File: config.mk
export PLATFORM = sky130hd
export DESIGN_NAME = tmr_vote_monitor
export DESIGN_NICKNAME = d
export VERILOG_FILES = /design/src/rtl/tmr_pkg.sv /design/src/rtl/tmr_lane_tracker.sv /design/src/rtl/tmr_vote_monitor.sv
export SDC_FILE = /design/constraint.sdc
export NUM_CORES = 1
export LEC_CHECK = 0
export CAP_MARGIN = 5
export CORE_MARGIN = 4
export CORE_UTILIZATION = 40
export CTS_BUF_LIST = sky130_fd_sc_hd__clkbuf_8 sky130_fd_sc_hd__clkbuf_16
export CTS_CLUSTER_SIZE = 25
export DETAILED_ROUTE_END_ITERATION = 8
export GPL_TIMING_DRIVEN = 0
export HOLD_SLACK_MARGIN = 0.15
export PLACE_DENSITY = 0.64
export SETUP_SLACK_MARGIN = 0.5
export SYNTH_ARGS = -nofsm -noshare
export SYNTH_HDL_FRONTEND = slang
export SYNTH_HIERARCHICAL = 1
export SYNTH_SLANG_ARGS = --single-unit
File: constraint.sdc
create_clock -name clk -period 2.3 [get_ports clk]
set_input_delay 0.46 -clock clk [delete_from_list [all_inputs] [get_ports clk]]
set_output_delay 0.46 -clock clk [all_outputs]
set_load 0.02 [all_outputs]
File: src/rtl/tmr_pkg.sv
// rtl/tmr_pkg.sv - shared types and constants for the TMR vote monitor
package tmr_pkg;

  typedef enum logic [1:0] {
    OK      = 2'd0,
    SUSPECT = 2'd1,
    FAULTY  = 2'd2
  } trk_state_t;

  localparam int LANE_A = 0;
  localparam int LANE_B = 1;
  localparam int LANE_C = 2;
  localparam int RUN_W  = 8;

endpackage

File: src/rtl/tmr_lane_tracker.sv
// rtl/tmr_lane_tracker.sv - per-lane consecutive-mismatch tracker with sticky fault flag
module tmr_lane_tracker
  import tmr_pkg::*;
#(
  parameter int FAULT_THRESH = 4
) (
  input  logic clk,
  input  logic rst_n,
  input  logic valid,
  input  logic mis,
  input  logic clear,
  output logic fault,
  output logic fault_next
);

  localparam logic [RUN_W-1:0] THRESH = RUN_W'(FAULT_THRESH);

  trk_state_t       state, state_n;
  logic [RUN_W-1:0] run, run_n;
  logic [RUN_W-1:0] run_inc;

  assign run_inc = run + RUN_W'(1);

  always_ff @(posedge clk or negedge rst_n) begin
    if (!rst_n) begin
      state <= OK;
      run   <= '0;
    end else begin
      state <= state_n;
      run   <= run_n;
    end
  end

  // Invalid cycles fall through untouched so they never break a run.
  always_comb begin
    state_n = state;
    run_n   = run;
    if (clear) begin
      state_n = OK;
      run_n   = '0;
    end else if (valid) begin
      case (state)
        OK: begin
          if (mis) begin
            run_n   = RUN_W'(1);
            state_n = (FAULT_THRESH == 1) ? FAULTY : SUSPECT;
          end
        end
        SUSPECT: begin
          if (mis) begin
            run_n = run_inc;
            if (run_inc == THRESH) state_n = FAULTY;
          end else begin
            state_n = OK;
            run_n   = '0;
          end
        end
        FAULTY: begin
          state_n = FAULTY;
        end
        default: begin
          state_n = OK;
          run_n   = '0;
        end
      endcase
    end
  end

  assign fault      = (state == FAULTY);
  assign fault_next = (state_n == FAULTY);

endmodule

File: src/rtl/tmr_vote_monitor.sv
// rtl/tmr_vote_monitor.sv - registered TMR majority voter with mismatch counting and lane health
module tmr_vote_monitor
  import tmr_pkg::*;
#(
  parameter int WIDTH        = 1,
  parameter int CNT_WIDTH    = 16,
  parameter int FAULT_THRESH = 4
) (
  input  logic                 clk,
  input  logic                 rst_n,
  input  logic [WIDTH-1:0]     inA,
  input  logic [WIDTH-1:0]     inB,
  input  logic [WIDTH-1:0]     inC,
  input  logic                 in_valid,
  input  logic                 clear,
  output logic [WIDTH-1:0]     out,
  output logic                 out_valid,
  output logic [2:0]           lane_err,
  output logic [CNT_WIDTH-1:0] err_count,
  output logic [2:0]           lane_fault,
  output logic                 tmr_lost
);

  logic [WIDTH-1:0] vote;
  logic [2:0]       mis;
  logic [2:0]       fault_next;
  logic             lost_next;

  assign vote = (inA & inB) | (inA & inC) | (inB & inC);

  assign mis[LANE_A] = |(inA ^ vote);
  assign mis[LANE_B] = |(inB ^ vote);
  assign mis[LANE_C] = |(inC ^ vote);

  assign lost_next = (fault_next[0] & fault_next[1]) |
                     (fault_next[0] & fault_next[2]) |
                     (fault_next[1] & fault_next[2]);

  always_ff @(posedge clk or negedge rst_n) begin
    if (!rst_n) begin
      out       <= '0;
      out_valid <= 1'b0;
      lane_err  <= '0;
      err_count <= '0;
      tmr_lost  <= 1'b0;
    end else begin
      out_valid <= in_valid;
      tmr_lost  <= lost_next;
      if (in_valid) begin
        out      <= vote;
        lane_err <= mis;
      end else begin
        lane_err <= '0;
      end
      // Clear wins over a same-cycle mismatch; the counter saturates at all-ones.
      if (clear) begin
        err_count <= '0;
      end else if (in_valid && (|mis) && (err_count != {CNT_WIDTH{1'b1}})) begin
        err_count <= err_count + CNT_WIDTH'(1);
      end
    end
  end

  tmr_lane_tracker #(.FAULT_THRESH(FAULT_THRESH)) u_trk_a (
    .clk        (clk),
    .rst_n      (rst_n),
    .valid      (in_valid),
    .mis        (mis[LANE_A]),
    .clear      (clear),
    .fault      (lane_fault[LANE_A]),
    .fault_next (fault_next[LANE_A])
  );

  tmr_lane_tracker #(.FAULT_THRESH(FAULT_THRESH)) u_trk_b (
    .clk        (clk),
    .rst_n      (rst_n),
    .valid      (in_valid),
    .mis        (mis[LANE_B]),
    .clear      (clear),
    .fault      (lane_fault[LANE_B]),
    .fault_next (fault_next[LANE_B])
  );

  tmr_lane_tracker #(.FAULT_THRESH(FAULT_THRESH)) u_trk_c (
    .clk        (clk),
    .rst_n      (rst_n),
    .valid      (in_valid),
    .mis        (mis[LANE_C]),
    .clear      (clear),
    .fault      (lane_fault[LANE_C]),
    .fault_next (fault_next[LANE_C])
  );

endmodule

; ---- Word level (Yosys, flattened, before mapping)
; Cells that the tools add are included.
[totals]
regBits = 52
input_bits = 7
output_inout_bits = 25
word_cells = 94
[op_classes]
addsub = 4
n_eq_ne = 19
muxes = 36
n_bitwise = 13
n_reduce_logical = 11
[op_table]
columns = operator, count
row1 = $mux 8, 12
row2 = $pmux 8 s3, 3
row3 = $mux 16, 2
row4 = $mux 2, 15
row5 = $add 8x1->8 const B, 3
row6 = $eq 8x3->1 const B, 3
row7 = $pmux 2 s3, 3
row8 = $add 16x1->16 const B, 1
row9 = $ne 16x16->1 const B, 1
row10 = $eq 2x2->1 const B, 6
row11 = $ne 3x2->1 const B, 3
row12 = $reduce_and 3->1, 3
row13 = $and 1x1->1, 6
row14 = $eq 2x1->1 const B, 3
row15 = $logic_not 2->1, 3
row16 = $ne 2x2->1 const B, 3
row17 = $or 1x1->1, 4
row18 = $reduce_bool 2->1, 2
row19 = $mux 3, 1
row20 = $reduce_or 3->1, 1
row21 = $xor 1x1->1, 3
row22 = $logic_and 1x1->1, 2

; ---- Depth between registers and ports, before layout
; Gate-level depths: netlist of run 1.
[logic_depth]
word_depth = 12
depth_mapped = 8
mapped_depth_nobuf = 8

; ---- Hierarchy
; The synthesis of run 1 kept the hierarchy.
[by_module_without_submodules]
columns = mod, instances, cells_each, area_per_inst_um2, seq_area_each_um2
row1 = tmr_lane_tracker, 3, 67, 629.4, 250.2
row2 = tmr_vote_monitor, 1, 129, 1287.5, 550.5

; ---- Least setup slack after synthesis of run 1
; No wires, ideal clock.
[synth_timing]
path_type = input-to-reg
startpoint = in inB
endpoint = reg tmr_lost
setup_ps = 67
arrival_time_ps = 1966
required_ps = 2233
slack_ps = 268
path_stages = 7
path_buffers = 1
cell_sequence = buf_2 -> mux2i_1 -> nor2b_1 -> and2_0 -> or4b_1 -> a21oi_1 -> maj3_1
[synth_between]
elab_chain_cells = 12
elab_cells_between_ends = 30
cone_classes = 3 x eq/ne / 15 x mux / 12 x bitwise
[synth_rtl]
columns = element, line_no
row1 = from (decl), tmr_vote_monitor.sv:12  ; input logic [WIDTH-1:0] inB,
row2 = $and 1x1->1, tmr_vote_monitor.sv:29  ; assign vote = (inA & inB) | (inA & inC) | (inB & inC);
row3 = $or 1x1->1, tmr_vote_monitor.sv:29
row4 = $or 1x1->1 (*), tmr_vote_monitor.sv:29
row5 = $xor 1x1->1 (*), tmr_vote_monitor.sv:33  ; assign mis[LANE_C] = |(inC ^ vote);
row6 = net mis[2], tmr_vote_monitor.sv:25  ; logic [2:0] mis;
row7 = "$mux 2, on equally long branches", "tmr_lane_tracker.sv:50, tmr_lane_tracker.sv:44"
row8 = $pmux 2 s3 (*), tmr_lane_tracker.sv:42  ; case (state)
row9 = $mux 2 (*), tmr_lane_tracker.sv:41  ; end else if (valid) begin
row10 = $mux 2 (*), tmr_lane_tracker.sv:38  ; if (clear) begin
row11 = $eq 2x2->1 (*), tmr_lane_tracker.sv:70  ; assign fault_next = (state_n == FAULTY);
row12 = net fault_next[2], tmr_vote_monitor.sv:26  ; logic [2:0] fault_next;
row13 = $and 1x1->1, tmr_vote_monitor.sv:36  ; (fault_next[0] & fault_next[2]) |
row14 = $or 1x1->1, tmr_vote_monitor.sv:35  ; assign lost_next = (fault_next[0] & fault_next[1]) |
row15 = $or 1x1->1 (*), tmr_vote_monitor.sv:36
row16 = net lost_next, tmr_vote_monitor.sv:27  ; logic lost_next;
row17 = to (signal assigned), tmr_vote_monitor.sv:48  ; tmr_lost <= lost_next;
row18 = to (decl), tmr_vote_monitor.sv:21  ; output logic tmr_lost
; The timed path passes the listed nets; every way through them passes the cells marked *.
; A chain may end at the register's enable or synchronous reset.

; ---- Worst setup path in the final report of run 1
[layout_timing]
startpoint = in inA
endpoint = reg tmr_lost
[layout_between]
elab_chain_cells = 12
elab_cells_between_ends = 30
cone_classes = 3 x eq/ne / 15 x mux / 12 x bitwise
[layout_rtl]
columns = element, line_no
row1 = from (decl), tmr_vote_monitor.sv:11  ; input logic [WIDTH-1:0] inA,
row2 = $and 1x1->1, tmr_vote_monitor.sv:29
row3 = $or 1x1->1 (2 in a row), tmr_vote_monitor.sv:29
row4 = $xor 1x1->1 (*), tmr_vote_monitor.sv:31  ; assign mis[LANE_A] = |(inA ^ vote);
row5 = net mis[0], tmr_vote_monitor.sv:25
row6 = "$mux 2, on equally long branches", "tmr_lane_tracker.sv:50, tmr_lane_tracker.sv:44"
row7 = $pmux 2 s3 (*), tmr_lane_tracker.sv:42
row8 = $mux 2 (*), tmr_lane_tracker.sv:41
row9 = $mux 2 (*), tmr_lane_tracker.sv:38
row10 = $eq 2x2->1 (*), tmr_lane_tracker.sv:70
row11 = net fault_next[0], tmr_vote_monitor.sv:26
row12 = "$and 1x1->1, on equally long branches", "tmr_vote_monitor.sv:35, tmr_vote_monitor.sv:36"
row13 = $or 1x1->1 (*), tmr_vote_monitor.sv:35
row14 = $or 1x1->1 (*), tmr_vote_monitor.sv:36
row15 = net lost_next, tmr_vote_monitor.sv:27
; Marked as above.

==> qor.csv, run 1 <==
metric,value,unit
Worst Setup Path Type,input pin to flop,
GRT overflow,0,
die area,9430,um2
cts bufs inserted,5,
DR WL/cell,14.5,um
Slew Limit Fails,0,
leak pwr,1.65,nW
post-synthesis sequential area ratio,41.0,%
"Cell Chain, Critical Path",buf_2 -> nand2b_4 -> mux2i_1 -> nor2b_4 -> and2_4 -> or4b_4 -> a21oi_2 -> maj3_1,
Synth warnings,6,
Worst-Margin Slew,0.549,ns
maxcap violations,0,
RSZ-0062 raised after global routing,yes,
post-route minimum period,1.85,ns
Setup WS post-layout,0.447,ns
"Largest delay share family, worst path",simple AND/OR/NAND/NOR gates,
status,"finished, final reports clean",
upper clock frequency limit,540,MHz
Final Util,51.2,%
# nets final,395,
fraction of layout instances using a drive strength above 1,27.6,%
crit end category,flop,
Clock Tree Root,clkbuf_8,
initial core utilization,41.1,%
PortBufs,30,
H-tree levels,2,
Die W,97.1,um
gr usage total,14.8,%
Tcrit/Tclk final,80.5,%
DRC Markers,0,
I/O Pins,32,
TritonCTS clock tree,done,
TritonRoute pass-1 iters,5,
pre-CTS WS,-0.719,ns
"flops & latches, synth",52,
Detailed Place HPWL,4.88,mm
Worst Setup Start Kind,input pin,
Slowest cell on crit path,or4b_4,
share of the synthesized area in the top cell type,41.0,%
placed cells,463,
initial antenna violation count,0,
DIE HEIGHT,97.1,um
Clock Sinks,52,
Tot Pwr,1.66,mW
CP Buf/Inv Count,1,
Syn Area/Cell,9.62,um2
pwr dens,420,nW/um2
Netlist cell types,51,
# diodes,0,
CP max FO,7,
gp weighted congestion,0.817,
vias per inst,5.58,
clock slew seen by the registers of the worst setup and hold paths,0.10,ns
vias in the first global route,2570,
clock buffer depth,2,
required time worst endpoint,2.55,ns
first-pass GRT wire length,12.0,mm
# setup viols final,0,
Mapped Nets,341,
slew margin rel.,63.4,%
core footprint,7730,um2
Max Clock Skew,0.00750,ns
synthesis-to-layout area growth,24.6,%
worst hold-check path type,input pin to flop,
synthesized cell area,3180,um2
Std-Cell Rows,32,
Finished Layout Cells,486,
Post-Synthesis Cells,330,
synth top area cells,"dfrtp_1, mux2i_1, mux2_2",
largest net degree at the start of global routing,31,
routed wire length,7.06,mm
ANT nets after route,0,
vias,2714,
latest clock arrival within the worst-skew pair,0.30,ns
peak supply drop,0.204,mV
WP data arrival,2.10,ns
Fin Setup TNS,0,ns
Max stage delay on crit path,0.47,ns
reg-to-reg setup timing slack,0.48,ns
DRT iter0 DRCs,79,
"area leader, netlist",dfrtp_1,
final hold violation count,0,
Filler cells,715,
[layout by cell type (no fill, tap or decap), types with 7 or more instances in the layout]
cell,count
mux2i_1,11
inv_1,17
mux2_2,8
dfrtp_1,41
dlygate4sd2_1,17
nor2_1,22
dfrtp_2,11
nand2b_1,8
a21oi_1,14
nand4_1,10
o31ai_1,7
nand2_1,20
buf_4,21
and2_1,9
a22oi_1,9
nand3_1,17
[path summary, 6_finish.rpt]
| kind | start | endpoint | cells after the start |
|---|---|---|---|
| max | inA | tmr_lost | 8 |
| max reg2reg | u_trk_b/run[0] | tmr_lost | 6 |
| min | in_valid | out_valid | 1 |
| min reg2reg | u_trk_c/run[6] | u_trk_c/run[6] | 1 |
| min in group asynchronous | rst_n | err_count[15] | 2 |
| max in group asynchronous | rst_n | u_trk_c/run[1] | 3 |
[worst reg2reg max path: stages (launching register included)]
cell,delay (ns)
dfrtp_2,0.43
ha_1,0.21
and2_2,0.15
nand4_1,0.13
or4b_4,0.52
a21oi_2,0.16
maj3_1,0.16
[synth_stat cells, drive strengths merged]
library cell	count
nand2b	10
mux2	8
o22ai	3
or4	5
nand4	14
xnor2	6
o21a	4
and4	5
and2	14
inv	17
mux2i	12
ha	4
or3	2
a211oi	1
a22o	9
nor3	5
a2111oi	4
clkbuf	2
buf	8
or4b	3
a22oi	9
nor2	23
o41ai	1
o211ai	1
a21oi	17
maj3	1
nor2b	9
nor3b	3
o31ai	7
a32oi	3
nand3b	3
or2	6
dfrtp	52
a311oi	3
nand2	25
nor4	6
o21ai	8
nand3	17
[what timing repair did]
item,4_1_cts,5_1_grt
endpoints found under the setup margin,62,24
hold endpoints to repair,16,0
hold buffers,1,0
resized for setup,62,22
pin swaps,3,4
setup buffers,7,8
[layout make-up]
| cell class | instances | area (um2) | share of cell area (%) |
|---|---|---|---|
| clock inverters | 2 | 12.5 | 0.316 |
| repair buffers | 47 | 387 | 9.77 |
| multi-input cells | 251 | 1910 | 48.2 |
| well taps | 102 | 128 | 3.23 |
| flip-flops and latches | 52 | 1320 | 33.2 |
| inverters | 17 | 63.8 | 1.61 |
| plain buffers | 10 | 75.1 | 1.90 |
| clock buffers | 5 | 68.8 | 1.74 |
[cell families (layout without fill, tap and decap cells)]
| group | after synthesis | after routing | synth area share, % |
|---|---|---|---|
| buf+inv | 27 | 81 | 4.18 |
| fa+ha+maj | 5 | 5 | 1.89 |
| mux | 20 | 20 | 6.62 |
| xor+xnor | 6 | 6 | 1.65 |
| flops | 52 | 52 | 41.0 |
| compound gates | 70 | 70 | 15.4 |
| simple gates | 150 | 150 | 29.3 |
[metal layers]
| layer | global-route usage, % | vias to the layer above | wire [um] |
|---|---|---|---|
| met4 | 3.67 | 0 | 61 |
| li1 | - | 1328 | - |
| met3 | 2.87 | 5 | 182 |
| met1 | 19.4 | 1346 | 3330 |
| met2 | 25.1 | 35 | 3490 |
| met5 | 0 | - | 0 |
[per-stage QoR]
step	instance area, um2	hold slack, ns
floorplan	3200	0.164
global placement	3630	0.496
detailed placement	3640	0.483
CTS	3850	0.480
global route	3960	0.482
finish	3960	0.498
[power breakdown]
group / leakage (nW) / internal, mW / total, mW / switching [mW]
clock network: 0.0400 / 0.207 / 0.517 / 0.310
logic: 0.910 / 0.0880 / 0.199 / 0.111
registers: 0.700 / 0.928 / 0.944 / 0.0164
[sequential cells by signal, summed over array words and instances, names as in the netlist]
register       flops
out                1
tmr_lost           1
lane_err           3
u_trk_b/state      2
u_trk_c/state      2
u_trk_a/state      2
u_trk_b/run        8
u_trk_a/run        8
out_valid          1
u_trk_c/run        8
err_count         16
No activity file was read; power rests on OpenSTA's default activity.
==> run 2: changes to the inputs <==
Clock period 2.3 ns to 1.85 ns, I/O delays scaled along.
==> run 2 against run 1 <==
Routed wire length is 47% higher. Global-route usage is 3.5 points higher. Die area stayed put. Cell count is 16% higher. Critical path depth is 3 lower. Sequential power is 25% higher. Clock power is 59% higher. Count of clock-buffer cells in the layout stayed put. Flip-flop and latch count stayed put. Non-clock buffer count is 79 higher.
==> qor.csv, run 2 (synthesis gave the netlist of run 1 again) <==
metric,value,unit,change
I/O Pins,32,,unchanged
DRT iter0 DRCs,160,,+100%
worst hold-check path type,input pin to flop,,
vias,3236,,+19%
Min Hold Slack,0.364,ns,-0.133 ns
gp weighted congestion,0.868,,+6.3%
CP max FO,6,,-1
latest clock arrival within the worst-skew pair,0.32,ns,+0.02 ns
slew margin rel.,71.5,%,+8.2 points
Worst Setup Path Type,flop to flop,,
Worst Setup Start Kind,flop,,
Slowest cell on crit path,or4b_4,,
max FFs per register,16,,unchanged
initial antenna violation count,0,,unchanged
clock power share,34.8,%,+3.7 points
Setup WS post-layout,0.0107,ns,-0.437 ns
upper clock frequency limit,544,MHz,
core footprint,7730,um2,unchanged
P_int,1.74,mW,+42%
Die W,97.1,um,unchanged
Max Clock Skew,0.0192,ns,+0.0117 ns
DRC Markers,0,,unchanged
"commonest non-fill, non-tap cells in the layout","buf_4, buf_6, dfrtp_2, dfrtp_1, nor2_1",,
Detailed Place HPWL,5.04,mm,+3.3%
Std-Cell Rows,32,,unchanged
FF-to-FF path depth,5,,-1
"Cell Chain, Critical Path",a311oi_2 -> nand4_1 -> or4b_4 -> a21oi_2 -> maj3_2,,
crit end category,flop,,
Clock Sinks,52,,unchanged
largest net degree at the start of global routing,39,,+26%
WP data arrival,2.10,ns,about the same
routed wire length,10.4,mm,+47%
GRT overflow,0,,unchanged
final hold violation count,0,,unchanged
# setup viols final,0,,unchanged
clock buffer depth,2,,unchanged
pwr dens,455,nW/um2,+8.5%
initial core utilization,41.1,%,unchanged
DIE HEIGHT,97.1,um,unchanged
Worst-Margin Slew,0.424,ns,-0.126 ns
vias per inst,5.72,,+2.4%
Gate power share,15.5,%,+3.5 points
Final Instance Area,5200,um2,+31%
H-tree levels,2,,unchanged
# nets final,474,,+20%
sw frac,26.5,%,+0.21 points
synthesis-to-layout area growth,63.6,%,
# diodes,0,,unchanged
Reg power frac,49.7,%,-7.2 points
Clock Tree Root,clkbuf_8,,
Reg-to-Reg Start,u_trk_a/run[0],,
clock slew seen by the registers of the worst setup and hold paths,0.10,ns,about the same
placed instance area,3780,um2,+3.6%
vias in the first global route,3068,,+19%
TritonRoute pass-1 iters,5,,unchanged
origin of the worst setup path,u_trk_a/run[0],,
ANT nets after route,0,,unchanged
DR WL/cell,18.3,um,+26%
required time worst endpoint,2.11,ns,-0.44 ns
first-pass GRT wire length,14.6,mm,+22%
PortBufs,30,,unchanged
Biggest register,err_count,,
pre-CTS WS,-1.05,ns,-0.334 ns
hold depth,1,,unchanged
post-route minimum period,1.84,ns,
switching power,628,uW,+44%
gr usage total,18.3,%,+3.5 points
Slew Limit Fails,0,,unchanged
leak pwr,2.15,nW,+30%
die area,9430,um2,unchanged
fraction of layout instances using a drive strength above 1,62.7,%,+35 points
Tcrit/Tclk final,99.4,%,
peak supply drop,0.277,mV,+36%
RSZ-0062 raised after global routing,yes,,
maxcap violations,0,,unchanged
Final Util,67.2,%,+16 points
cts bufs inserted,5,,unchanged
min-delay src,in_valid,,
TritonCTS clock tree,done,,
"commonest non-fill, non-tap cell in the layout",buf_4,,
status,"finished, final reports clean",,
Max stage delay on crit path,0.54,ns,+0.07 ns
## run 2: power groups by stage
stage	clock network (mW)	registers (mW)	logic (mW)
after global routing	0.885	1.18	0.395
after CTS	0.826	1.17	0.308
final	0.822	1.18	0.367
after floorplan	0	1.20	0.121
after detailed placement	0	1.20	0.235
after global placement	0	1.20	0.227
## run 2: stage by stage
step | power [mW] | setup TNS [ns] | instances
floorplan | 1.33 | 0 | 330
global placement | 1.42 | -96.14 | 462
finish | 2.37 | 0 | 566
detailed placement | 1.43 | -27.53 | 463
CTS | 2.31 | 0 | 541
global route | 2.46 | -0.0452 | 566
## run 2: routing by layer
| layer | GRT usage (%) | vias to the layer above | share of wire [%] |
|---|---|---|---|
| met2 | 31.5 | 102 | 50 |
| met3 | 2.73 | 28 | 4.2 |
| met5 | 0 | - | 0 |
| met1 | 24.3 | 1623 | 43 |
| li1 | - | 1483 | - |
| met4 | 4.64 | 0 | 2.6 |
## run 2: cell type report
class                   count  area [um2]
fillers                   547        2530
multi-input cells         251        2350
flip-flops and latches     52        1340
repair buffers            126        1120
well taps                 102         128
plain buffers              10        81.3
clock buffers               5        68.8
inverters                  17        63.8
clock inverters             3        42.5
## run 2: final timing paths
kind                                   to  slack (ns)
setup / recovery                 tmr_lost        0.01
hold / removal                  out_valid        0.36
setup reg to reg                 tmr_lost        0.01
hold reg to reg            u_trk_c/run[6]        0.51
max in group asynchronous  u_trk_a/run[0]        0.81
min in group asynchronous  u_trk_c/run[4]        0.49
## run 2: repair_timing
action,4_1_cts,5_1_grt
setup buffers,68,24
hold endpoints to repair,14,0
gates cloned,1,1
endpoints found under the setup margin,76,58
hold buffers,1,0
gates resized for setup,197,88
pin swaps,27,33
## run 2: worst max-delay path, delay by kind of cell (launching register included)
family | cells | cell delay (ns)
adder cells (fa/ha/maj) | 1 | 0.19
AO/OA/AOI/OAI | 2 | 0.43
flip-flops | 1 | 0.46
AND/OR/NAND/NOR | 2 | 0.72
==> run 3: changes to the inputs <==
Settings changed: CORE_UTILIZATION 40 to 42, PLACE_DENSITY 0.64 to 0.67.
==> run 3 against run 2 <==
The run now ends with negative setup slack left. Sequential power hardly changed. Flip-flop and latch count stayed put. Non-clock buffer count decreased by 5. Power shrank 4.3%. Largest cell class unchanged.
==> qor.csv, run 3 (synthesis gave the netlist of run 1 again) <==
metric,value,unit,change
crit end category,flop,,
# nets final,469,,-1.1%
CP Buf/Inv Count,0,,unchanged
Std-Cell Rows,31,,-3.1%
# setup viols final,1,,+1
hold depth,1,,unchanged
core footprint,7290,um2,-5.6%
Min Hold Slack,0.373,ns,+0.00883 ns
met3 usage,2.79,%,+0.061 points
Max Clock Skew,0.0115,ns,-0.00763 ns
Clock Sinks,52,,unchanged
vias per inst,5.89,,+3.1%
"commonest non-fill, non-tap cells in the layout","buf_4, buf_6, dfrtp_2, dfrtp_1, nor2_1",,
synthesis-to-layout area growth,63.8,%,
Final Util,71.3,%,+4.1 points
sw frac,27.3,%,+0.73 points
CP max FO,3,,-3
RSZ-0062 raised after global routing,yes,,
peak supply drop,0.256,mV,-7.6%
H-tree levels,2,,unchanged
"Largest delay share family, worst path",simple AND/OR/NAND/NOR gates,,
switching power,617,uW,-1.7%
routed wire length,10.4,mm,+0.13%
gp weighted congestion,0.853,,-1.7%
"commonest non-fill, non-tap cell in the layout",buf_4,,
Reg power frac,51.8,%,+2.1 points
max FFs per register,16,,unchanged
clock buffer depth,2,,unchanged
Final Instance Area,5200,um2,+0.12%
largest net degree at the start of global routing,38,,-2.6%
routing usage on met1,26.2,%,+1.9 points
die area,9020,um2,-4.4%
Worst Setup Path Type,flop to flop,,
met2 GRT Util,33.5,%,+2.1 points
Die W,95.0,um,-2.2%
upper clock frequency limit,536,MHz,-1.4%
cts bufs inserted,5,,unchanged
I/O Pins,32,,unchanged
first-pass GRT wire length,14.4,mm,-1.6%
Finished Layout Cells,558,,-1.4%
Gate power share,17.3,%,+1.8 points
Biggest register,err_count,,
initial antenna violation count,0,,unchanged
TritonCTS clock tree,done,,
"Cell Chain, Critical Path",a311oi_2 -> nand4_1 -> or4b_4 -> a21oi_2 -> maj3_2,,
initial core utilization,43.5,%,+2.5 points
Worst-Margin Slew,0.469,ns,+0.0459 ns
pre-CTS WS,-1.01,ns,+0.0414 ns
reg2reg end,tmr_lost,,
GRT overflow,0,,unchanged
failing checks,negative setup slack,,
multi-input logic area,2410,um2,+2.6%
leak pwr,2.14,nW,-0.36%
Clock Tree Root,clkbuf_8,,
fraction of layout instances using a drive strength above 1,63.0,%,+0.25 points
Slowest cell on crit path,or4b_4,,
reg-to-reg setup timing slack,-0.02,ns,-0.03 ns
Worst Setup Start Kind,flop,,
placed cells,460,,-0.65%
Filler cells,494,,-9.7%
DR WL/cell,18.6,um,+1.6%
FF-to-FF path depth,5,,unchanged
"Endpoint, Worst Hold",out_valid,,
vias,3289,,+1.6%
slew margin rel.,68.5,%,-3.1 points
ANT nets after route,0,,unchanged
worst hold-check path type,input pin to flop,,
latest clock arrival within the worst-skew pair,0.31,ns,about the same
P_int,1.65,mW,-5.2%
maxcap violations,0,,unchanged
Slew Limit Fails,0,,unchanged
Setup WS post-layout,-0.0162,ns,-0.0269 ns
placed instance area,3770,um2,about the same
Max stage delay on crit path,0.53,ns,about the same
min-delay src,in_valid,,
Detailed Place HPWL,5.08,mm,+0.80%
Reg-to-Reg Start,u_trk_a/run[1],,
post-route minimum period,1.87,ns,+0.0269 ns
# diodes,0,,unchanged
status,finished with violations,,
required time worst endpoint,2.10,ns,about the same
Tcrit/Tclk final,101,%,+1.5 points
DRC Markers,0,,unchanged
Register Area,1340,um2,about the same
final hold violation count,0,,unchanged
TritonRoute pass-1 iters,5,,unchanged
PortBufs,30,,unchanged
pwr dens,435,nW/um2,-4.4%
clock power share,30.8,%,-4.0 points
GRT Max-Usage Layer,met2,,
DIE HEIGHT,95.0,um,-2.2%
clock slew seen by the registers of the worst setup and hold paths,0.10,ns,about the same
gr usage total,19.8,%,+1.4 points
WP data arrival,2.11,ns,about the same
vias in the first global route,3023,,-1.5%
DRT iter0 DRCs,131,,-18%
run 3: cell types whose count changed in the layout (fill, tap and decap cells not counted), sizes merged:
cell and change:
bufinv -1, buf -4, clkdlybuf4s15 -1, clkbuf +1
clkinvlp -1, clkinv +1
run 3: routing by layer:
metal / share of wire (%) / vias to the layer above
li1: - / 1479
met2: 52 / 129
met3: 4.8 / 26
met1: 41 / 1655
met5: 0 / -
met4: 1.8 / 0
run 3: through the flow:
step | TNS, ns | power, mW
2_1_floorplan | 0 | 1.33
3_3_place_gp | -95.05 | 1.42
3_5_place_dp | -26.81 | 1.43
4_1_cts | 0 | 2.19
5_1_grt | -0.0997 | 2.34
6_report | -0.0162 | 2.26
run 3: layout make-up:
| cell class | instances | share of cell area, % |
|---|---|---|
| inverter | 17 | 1.23 |
| multi-input combinational | 251 | 46.4 |
| timing repair buffer | 121 | 20.8 |
| buffer | 10 | 1.73 |
| clock inverter | 2 | 0.192 |
| sequential | 52 | 25.7 |
| tap | 99 | 2.38 |
| clock buffer | 6 | 1.59 |
run 3: worst max-delay path by stage:
stage	from	to	cells past startpoint
final	u_trk_a/run[1]	tmr_lost	5
after floorplan	inB	tmr_lost	7
after global placement	rst_n	err_count[9]	1
after CTS	u_trk_c/run[0]	tmr_lost	5
after global routing	u_trk_a/run[1]	tmr_lost	5
after detailed placement	in_valid	err_count[9]	4
run 3: power groups by stage:
| stage | registers, mW | clock network, mW | logic [mW] |
|---|---|---|---|
| after floorplan | 1.20 | 0 | 0.121 |
| after global placement | 1.20 | 0 | 0.225 |
| after detailed placement | 1.20 | 0 | 0.235 |
| after CTS | 1.17 | 0.706 | 0.315 |
| after global routing | 1.18 | 0.750 | 0.418 |
| final | 1.17 | 0.698 | 0.392 |
run 3: what timing repair did:
action / in CTS / in global routing
pin swaps: 31 / 55
endpoints found under the hold margin: 15 / 0
gates resized for setup: 204 / 95
setup buffers: 66 / 23
endpoints found under the setup margin: 76 / 59
hold buffers: 1 / 0
run 3: worst reg2reg max path, delay by kind of cell (launching register included):
kind | cells | cell delay [ns]
simple gates | 2 | 0.70
flops | 1 | 0.46
compound gates | 2 | 0.44
fa+ha+maj | 1 | 0.21
